### src/rtl/mips_pipe_pkg.sv
// Shared pipeline definitions: widths, control-bundle bit map and bubble value.
package mips_pipe_pkg;

  localparam int DATA_WIDTH = 8;
  localparam int CTRL_WIDTH = 9;

  localparam int CTRL_REGWRITE = 8;
  localparam int CTRL_MEMREAD  = 7;
  localparam int CTRL_MEMWRITE = 6;
  localparam int CTRL_MEMTOREG = 5;
  localparam int CTRL_ALUSRC   = 4;
  localparam int CTRL_REGDST   = 3;
  localparam int CTRL_ALUOP    = 0;
  localparam int ALUOP_W       = 3;

  localparam logic [CTRL_WIDTH-1:0] CTRL_BUBBLE = '0;

  typedef logic [4:0] reg_idx_t;

endpackage

### src/rtl/hazard_detect.sv
// Load-use hazard check of the decode instruction against the load in EX.
// Branch flush overrides: a wrong-path instruction is dropped, not stalled.
module hazard_detect
  import mips_pipe_pkg::*;
(
  input  logic     id_valid,
  input  reg_idx_t id_rs,
  input  reg_idx_t id_rt,
  input  logic     id_alu_src,
  input  logic     id_mem_write,
  input  logic     ex_valid,
  input  logic     ex_mem_read,
  input  reg_idx_t ex_dest,
  input  logic     flush,
  output logic     stall
);

  logic uses_rt;
  logic rs_hit;
  logic rt_hit;
  logic hazard;

  // stores read rt as data even though aluSrc selects the immediate
  assign uses_rt = ~id_alu_src | id_mem_write;
  assign rs_hit  = (ex_dest == id_rs);
  assign rt_hit  = uses_rt & (ex_dest == id_rt);

  assign hazard = id_valid & ex_valid & ex_mem_read &
                  (ex_dest != 5'd0) & (rs_hit | rt_hit);

  assign stall = hazard & ~flush;

endmodule

### src/rtl/id_ex_stage.sv
// ID/EX pipeline register with load-use bubble insertion, branch flush
// and saturating stall/flush performance counters.
module id_ex_stage
  import mips_pipe_pkg::*;
#(
  parameter int DATA_W = DATA_WIDTH,
  parameter int CTRL_W = CTRL_WIDTH,
  parameter int CNT_W  = 16
) (
  input  logic              clk,
  input  logic              rst,
  input  logic              id_valid,
  input  logic [4:0]        id_rs,
  input  logic [4:0]        id_rt,
  input  logic [4:0]        id_rd,
  input  logic [DATA_W-1:0] id_r1,
  input  logic [DATA_W-1:0] id_r2,
  input  logic [DATA_W-1:0] id_imm,
  input  logic [CTRL_W-1:0] id_ctrl,
  input  logic              flush,
  output logic              stall,
  output logic              ex_valid,
  output logic [DATA_W-1:0] ex_r1,
  output logic [DATA_W-1:0] ex_r2,
  output logic [DATA_W-1:0] ex_imm,
  output logic [4:0]        ex_rs,
  output logic [4:0]        ex_rt,
  output logic [4:0]        ex_dest,
  output logic [CTRL_W-1:0] ex_ctrl,
  output logic [CNT_W-1:0]  stall_cnt,
  output logic [CNT_W-1:0]  flush_cnt
);

  logic [4:0] id_dest;

  assign id_dest = id_ctrl[CTRL_REGDST] ? id_rd : id_rt;

  hazard_detect u_hazard (
    .id_valid     (id_valid),
    .id_rs        (id_rs),
    .id_rt        (id_rt),
    .id_alu_src   (id_ctrl[CTRL_ALUSRC]),
    .id_mem_write (id_ctrl[CTRL_MEMWRITE]),
    .ex_valid     (ex_valid),
    .ex_mem_read  (ex_ctrl[CTRL_MEMREAD]),
    .ex_dest      (ex_dest),
    .flush        (flush),
    .stall        (stall)
  );

  always_ff @(posedge clk or posedge rst) begin
    if (rst) begin
      ex_valid  <= 1'b0;
      ex_r1     <= '0;
      ex_r2     <= '0;
      ex_imm    <= '0;
      ex_rs     <= '0;
      ex_rt     <= '0;
      ex_dest   <= '0;
      ex_ctrl   <= CTRL_W'(CTRL_BUBBLE);
      stall_cnt <= '0;
      flush_cnt <= '0;
    end else if (flush || stall) begin
      ex_valid <= 1'b0;
      ex_r1    <= '0;
      ex_r2    <= '0;
      ex_imm   <= '0;
      ex_rs    <= '0;
      ex_rt    <= '0;
      ex_dest  <= '0;
      ex_ctrl  <= CTRL_W'(CTRL_BUBBLE);
      // stall is already masked by flush, so at most one counter moves
      if (flush && id_valid && flush_cnt != '1)
        flush_cnt <= flush_cnt + 1'b1;
      if (stall && stall_cnt != '1)
        stall_cnt <= stall_cnt + 1'b1;
    end else begin
      ex_valid <= id_valid;
      ex_r1    <= id_r1;
      ex_r2    <= id_r2;
      ex_imm   <= id_imm;
      ex_rs    <= id_rs;
      ex_rt    <= id_rt;
      ex_dest  <= id_dest;
      ex_ctrl  <= id_valid ? id_ctrl : CTRL_W'(CTRL_BUBBLE);
    end
  end

endmodule

### config.mk
export PLATFORM = sky130hd
export DESIGN_NAME = id_ex_stage
export DESIGN_NICKNAME = d
export VERILOG_FILES = /design/src/rtl/mips_pipe_pkg.sv /design/src/rtl/hazard_detect.sv /design/src/rtl/id_ex_stage.sv
export SDC_FILE = /design/constraint.sdc
export NUM_CORES = 1
export LEC_CHECK = 0
export CORE_MARGIN = 10
export CORE_UTILIZATION = 47
export DETAILED_ROUTE_END_ITERATION = 8
export PLACE_DENSITY = 0.86
export SYNTH_ARGS = -nofsm -noshare
export SYNTH_HDL_FRONTEND = slang
export SYNTH_SLANG_ARGS = --single-unit
### constraint.sdc
create_clock -name clk -period 6.55 [get_ports clk]
set_input_delay 1.31 -clock clk [delete_from_list [all_inputs] [get_ports clk]]
set_output_delay 1.31 -clock clk [all_outputs]
set_load 0.02 [all_outputs]
---- Word-level counts from Yosys, hierarchy flattened ----
Cells that the tools add are included.
cells by class
  $add $sub $neg .......................... 2
  equality and inequality tests ........... 4
  bitwise gates (word level) .............. 10
  reduce and logical (&&, ||, !) cells .... 7
  muxes and demuxes ....................... 10
operators by type and width
  operator                                       number
  adder 16 x 1 -> 16 bit, second input constant  2
  inequality test 16 bit, second input constant  2
  two-way mux 8 bit                              3
  two-way mux 5 bit                              4
  two-way mux 9 bit                              2
  equality test 5 bit                            2
  AND 1 bit                                      6
  nonzero test 5 bit                             1
  AND reduction 2 bit                            2
  logical AND 1 bit                              3
  inverter 1 bit                                 2
  OR 1 bit                                       2
  logical OR 1 bit                               1
  two-way mux 1 bit                              1
word-level totals
  flip-flop bits (word level) ............. 81
  output and inout bits ................... 82
  input bits .............................. 52
  logic and storage cells ................. 43

---- Longest topological paths before layout ----
  depth after elaboration ................. 8
  gate-level depth with buffers ........... 6
  mapped depth without buffers ............ 6

---- Hierarchy ----
From an unflattened synthesis, not the netlist that was laid out.
second synthesis, totals
  cells, all modules ...................... 281
  area total of the unflattened synthesis .. 3387.0 um^2
modules (own cells, without submodules)
  module         instances  cells an instance  area an instance (um^2)  seq. area each (um^2)
  id_ex_stage    1          259                3230.6                   2026.9
  hazard_detect  1          22                 156.4                    0.0

---- Worst setup path after synthesis ----
OpenSTA, ideal clock, no wires.
  path kind ............................... input -> output
  start ................................... input port id_rt[3]
  end ..................................... output port stall
  path slack .............................. 2.653 ns
  data required time ...................... 5.240 ns
  data arrival time ....................... 2.587 ns
  buffers on the path ..................... 1
  stages .................................. 5
  path through ............................ xor2_1 -> nor4_2 -> a22oi_2 -> buf_6 -> nor3_1
between the ends
  cells in the longest elaborated chain, start to end .. 5
RTL lines
  what                 line                 text
  start: declaration   id_ex_stage.sv:14    input logic [4:0] id_rt,
  equality test 5 bit  hazard_detect.sv:26  assign rt_hit = uses_rt & (ex_dest == id_rt);
  AND 1 bit            hazard_detect.sv:26
  OR 1 bit             hazard_detect.sv:29  (ex_dest != 5'd0) & (rs_hit | rt_hit);
  AND 1 bit            hazard_detect.sv:29
  AND 1 bit            hazard_detect.sv:31  assign stall = hazard & ~flush;
  end: declaration     id_ex_stage.sv:21    output logic stall,
No other way between the ends.

---- Worst setup path in the final report ----
  start ................................... input port id_rt[4]
  end ..................................... output port stall
Same word-level chain as after synthesis.

==> metrics <==
# diodes 0; proportion of power drawn by flip-flops and latches between 40 and 50%; horizontal die dimension ~100 um; status complete, no violations; critical path peak fanout 18; First DRT Iteration DRCs 60; buffers inserted during post-CTS setup optimization 0; global-route wire length before repair 13,900 um; reg-to-reg critical path startpoint ex_dest[2]; GRT Residual Overflow 0; main area contributors after synthesis sky130_fd_sc_hd__dfrtp_1 (60%), sky130_fd_sc_hd__and2_1 (6.9%), sky130_fd_sc_hd__xor2_1 (6.3%), sky130_fd_sc_hd__xnor2_1 (3.4%), sky130_fd_sc_hd__and3_1 (2.6%); number of placement rows 30; average vias per placed instance 4.89; share of the clock period used by the worst path after layout about three quarters; number of DRC violations after detailed routing 0; count of input and output buffers 133; Post-Route WL around 9000 um; Clk pwr share 31.6%; fin. max-slew vios 0; library cell with the largest summed area after synthesis sky130_fd_sc_hd__dfrtp_1; summed negative setup slack over all endpoints 0 ps; placeable core region slightly below 7000 um2; switching component of the power 0.000320 W; max frequency just over 200 MHz; number of maximum-capacitance violations 0; RSZ-0062 raised after global routing false; clk slew on worst S/H paths approximately 80 ps; initial core utilization roughly half; cell chosen for the clock root sky130_fd_sc_hd__clkbuf_8; clock tree from TritonCTS yes; headroom to the max-slew limit 33.8%; fraction of power spent switching nets between 20 and 30%; global-route usage over all layers between 10% and 20%; I/O pin count around 130; leading cell type by number of instances after synthesis sky130_fd_sc_hd__dfrtp_1; path type of the worst min-delay path flip-flop to flip-flop; Hold Fails Final Rpt 0; final number of setup-violating endpoints 0; global-route layer with the greatest usage met2; sort of element at the end of the critical path output pin; cells resized by post-CTS repair 0; number of nets with antenna violations after detailed routing 0; GR Layer Usage met2 approximately 27%; internal power 0.000823 W; maximum number of pins on one net before global-route repair 82; portion of the post-synthesis area used by sequential elements roughly three fifths; Most used DFF post-synth sky130_fd_sc_hd__dfrtp_1; placer congestion estimate between 0.8 and 0.9; synthesis warning total 0; Synth async-reset ratio 100%; Placed Instance Area 4750 um2; worst IR drop on VDD around 100 uV; via count 2,490; DP Wirelength 6710 um; area share of the largest cell type after synthesis 60.5%; total number of H-tree levels 3; reported leakage power roughly 2.2 nW; cells after synthesis approximately 270; syn avg cell area about 12 um2; number of cells on the worst reg-to-reg path 4; crit start category input port; PD cells 231 nW/um2; die area roughly 11,000 um2; final clock skew around 6.6 ps; latest clock arrival within the worst-skew pair 340 ps; number of global-route vias before repair 2,639; worst reg2reg setup slack ~4000 ps; share of power burned in combinational logic roughly a fifth; share of final-layout standard cells stronger than drive strength 1 under 10%; hold slack just under 500 ps; number of buffers created by CTS 9; Crit Path Class input port to output pin; final critical-path required period slightly below 5000 ps; grt met3 use between 5 and 6%; Die Ht 104 um; Mapped Nets ~330; antenna violations before repair 0; CTS Buffer Depth 2; synthesis-to-finish area growth 47.6%; Req. time, crit path around 5200 ps; Post-synth top cells sky130_fd_sc_hd__dfrtp_1 (81), sky130_fd_sc_hd__and2_1 (37), sky130_fd_sc_hd__xor2_1 (24), sky130_fd_sc_hd__and3_1 (14), sky130_fd_sc_hd__xnor2_1 (13); M1 GR Usage about 18%; unique cell type count in the Yosys netlist 35; Worst Hold Depth 1; beginning of the critical path id_rt[4]; number of optimization iterations in the first detailed-route pass 4; Final #Nets 462; start point of the worst min-delay path flush_cnt[15]; utilization of the core after routing between 70% and 80%; total of hold buffers inserted after clock tree synthesis 0; r2r endpoint ex_ctrl[6]; wire per inst 17.6 um; slew at the pin closest to its max-slew limit between 900 and 1000 ps; worst hold endpoint flush_cnt[15]; total non-filler cell area in the finished layout around 5000 um2; Synth Register Bits 81; CP Data Arrival Time approximately 3500 ps; CTS Sinks just over 80; count of flip-flops with a built-in enable after synthesis 0; area of the mapped netlist roughly 3400 um2
[power groups by stage]
stage                     logic [W]  clock network, W  registers, W
final                      0.000217          0.000361      0.000565
after global placement     0.000217                 0      0.000573
after detailed placement   0.000220                 0      0.000576
after global routing       0.000233          0.000392      0.000570
after floorplan           0.0000615                 0      0.000612
after CTS                  0.000221          0.000370      0.000566
[flip-flops by register name, indices dropped and copies added, names as in the netlist]
register and cells:
stall_cnt 16, ex_dest 5, ex_rs 5, ex_valid 1
ex_rt 5, ex_r2 8, ex_imm 8, ex_ctrl 9
flush_cnt 16, ex_r1 8
[per-layer routing]
| metal | routed length (um) | part of all wire (%) |
|---|---|---|
| met4 | 123 | 1.4 |
| met3 | 588 | 6.6 |
| met2 | 4550 | 51 |
| met5 | 0 | 0 |
| met1 | 3690 | 41 |
[worst max path at each step]
stage                       end  slack (ps)  depth (start not counted)
final                     stall        1730                          6
after global routing      stall        1580                          6
after CTS                 stall        1740                          6
after detailed placement  stall        1760                          6
after global placement    stall        1770                          6
after floorplan           stall        2650                          5
[stage by stage]
stage                     instances  power, W  setup slack [ps]
after floorplan                 273  0.000674              2650
after global placement          493  0.000789              1770
after detailed placement        493  0.000796              1760
after CTS                       509   0.00116              1740
after global routing            509   0.00120              1580
final                           509   0.00114              1730
[area by class of cell]
type / instances / area [um2]
multi-input cells: 178 / 1250
flip-flops and latches: 81 / 2030
repair buffers: 134 / 1340
clock inverters: 6 / 67.6
well taps: 96 / 120
inverters: 4 / 16.3
clock buffers: 10 / 128
fillers: 500 / 1920
[layout by cell type (no fill, tap or decap), types with 2 or more instances in the layout]
master,count
sky130_fd_sc_hd__dfrtp_1,81
sky130_fd_sc_hd__nand3b_1,2
sky130_fd_sc_hd__clkbuf_8,9
sky130_fd_sc_hd__nand2_1,10
sky130_fd_sc_hd__a21oi_1,4
sky130_fd_sc_hd__xor2_1,24
sky130_fd_sc_hd__mux2_1,3
sky130_fd_sc_hd__nor2_1,12
sky130_fd_sc_hd__nor3_1,8
sky130_fd_sc_hd__clkinvlp_4,2
sky130_fd_sc_hd__and4_1,3
sky130_fd_sc_hd__xnor2_1,13
sky130_fd_sc_hd__nor4_1,6
sky130_fd_sc_hd__nor4_2,4
sky130_fd_sc_hd__ha_1,2
sky130_fd_sc_hd__clkdlybuf4s50_1,133
sky130_fd_sc_hd__and2_1,37
sky130_fd_sc_hd__nand4_1,8
sky130_fd_sc_hd__nand3_1,9
sky130_fd_sc_hd__inv_1,3
sky130_fd_sc_hd__nand4b_1,3
sky130_fd_sc_hd__clkinv_2,2
sky130_fd_sc_hd__and3_1,14
sky130_fd_sc_hd__mux2i_1,5
sky130_fd_sc_hd__nand2b_1,2
[kinds of logic after synthesis]
logic type	after synthesis	share of synthesized area, %
AOI/OAI and AO/OA	9	2.24
adders and majority gates	2	0.746
buffers and inverters	14	2.28
xor gates and xnor gates	37	9.67
muxes	9	2.84
DFF	81	60.5
and+or+nand+nor	121	21.8
[worst max-delay path, cell delays in order]
cell and delay [ps]:
sky130_fd_sc_hd__clkdlybuf4s50_1 510, sky130_fd_sc_hd__xor2_1 200, sky130_fd_sc_hd__nor4_2 80, sky130_fd_sc_hd__a22oi_2 700
sky130_fd_sc_hd__nor3_1 110, sky130_fd_sc_hd__clkdlybuf4s50_1 590
No activity file was read; power rests on OpenSTA's default activity.
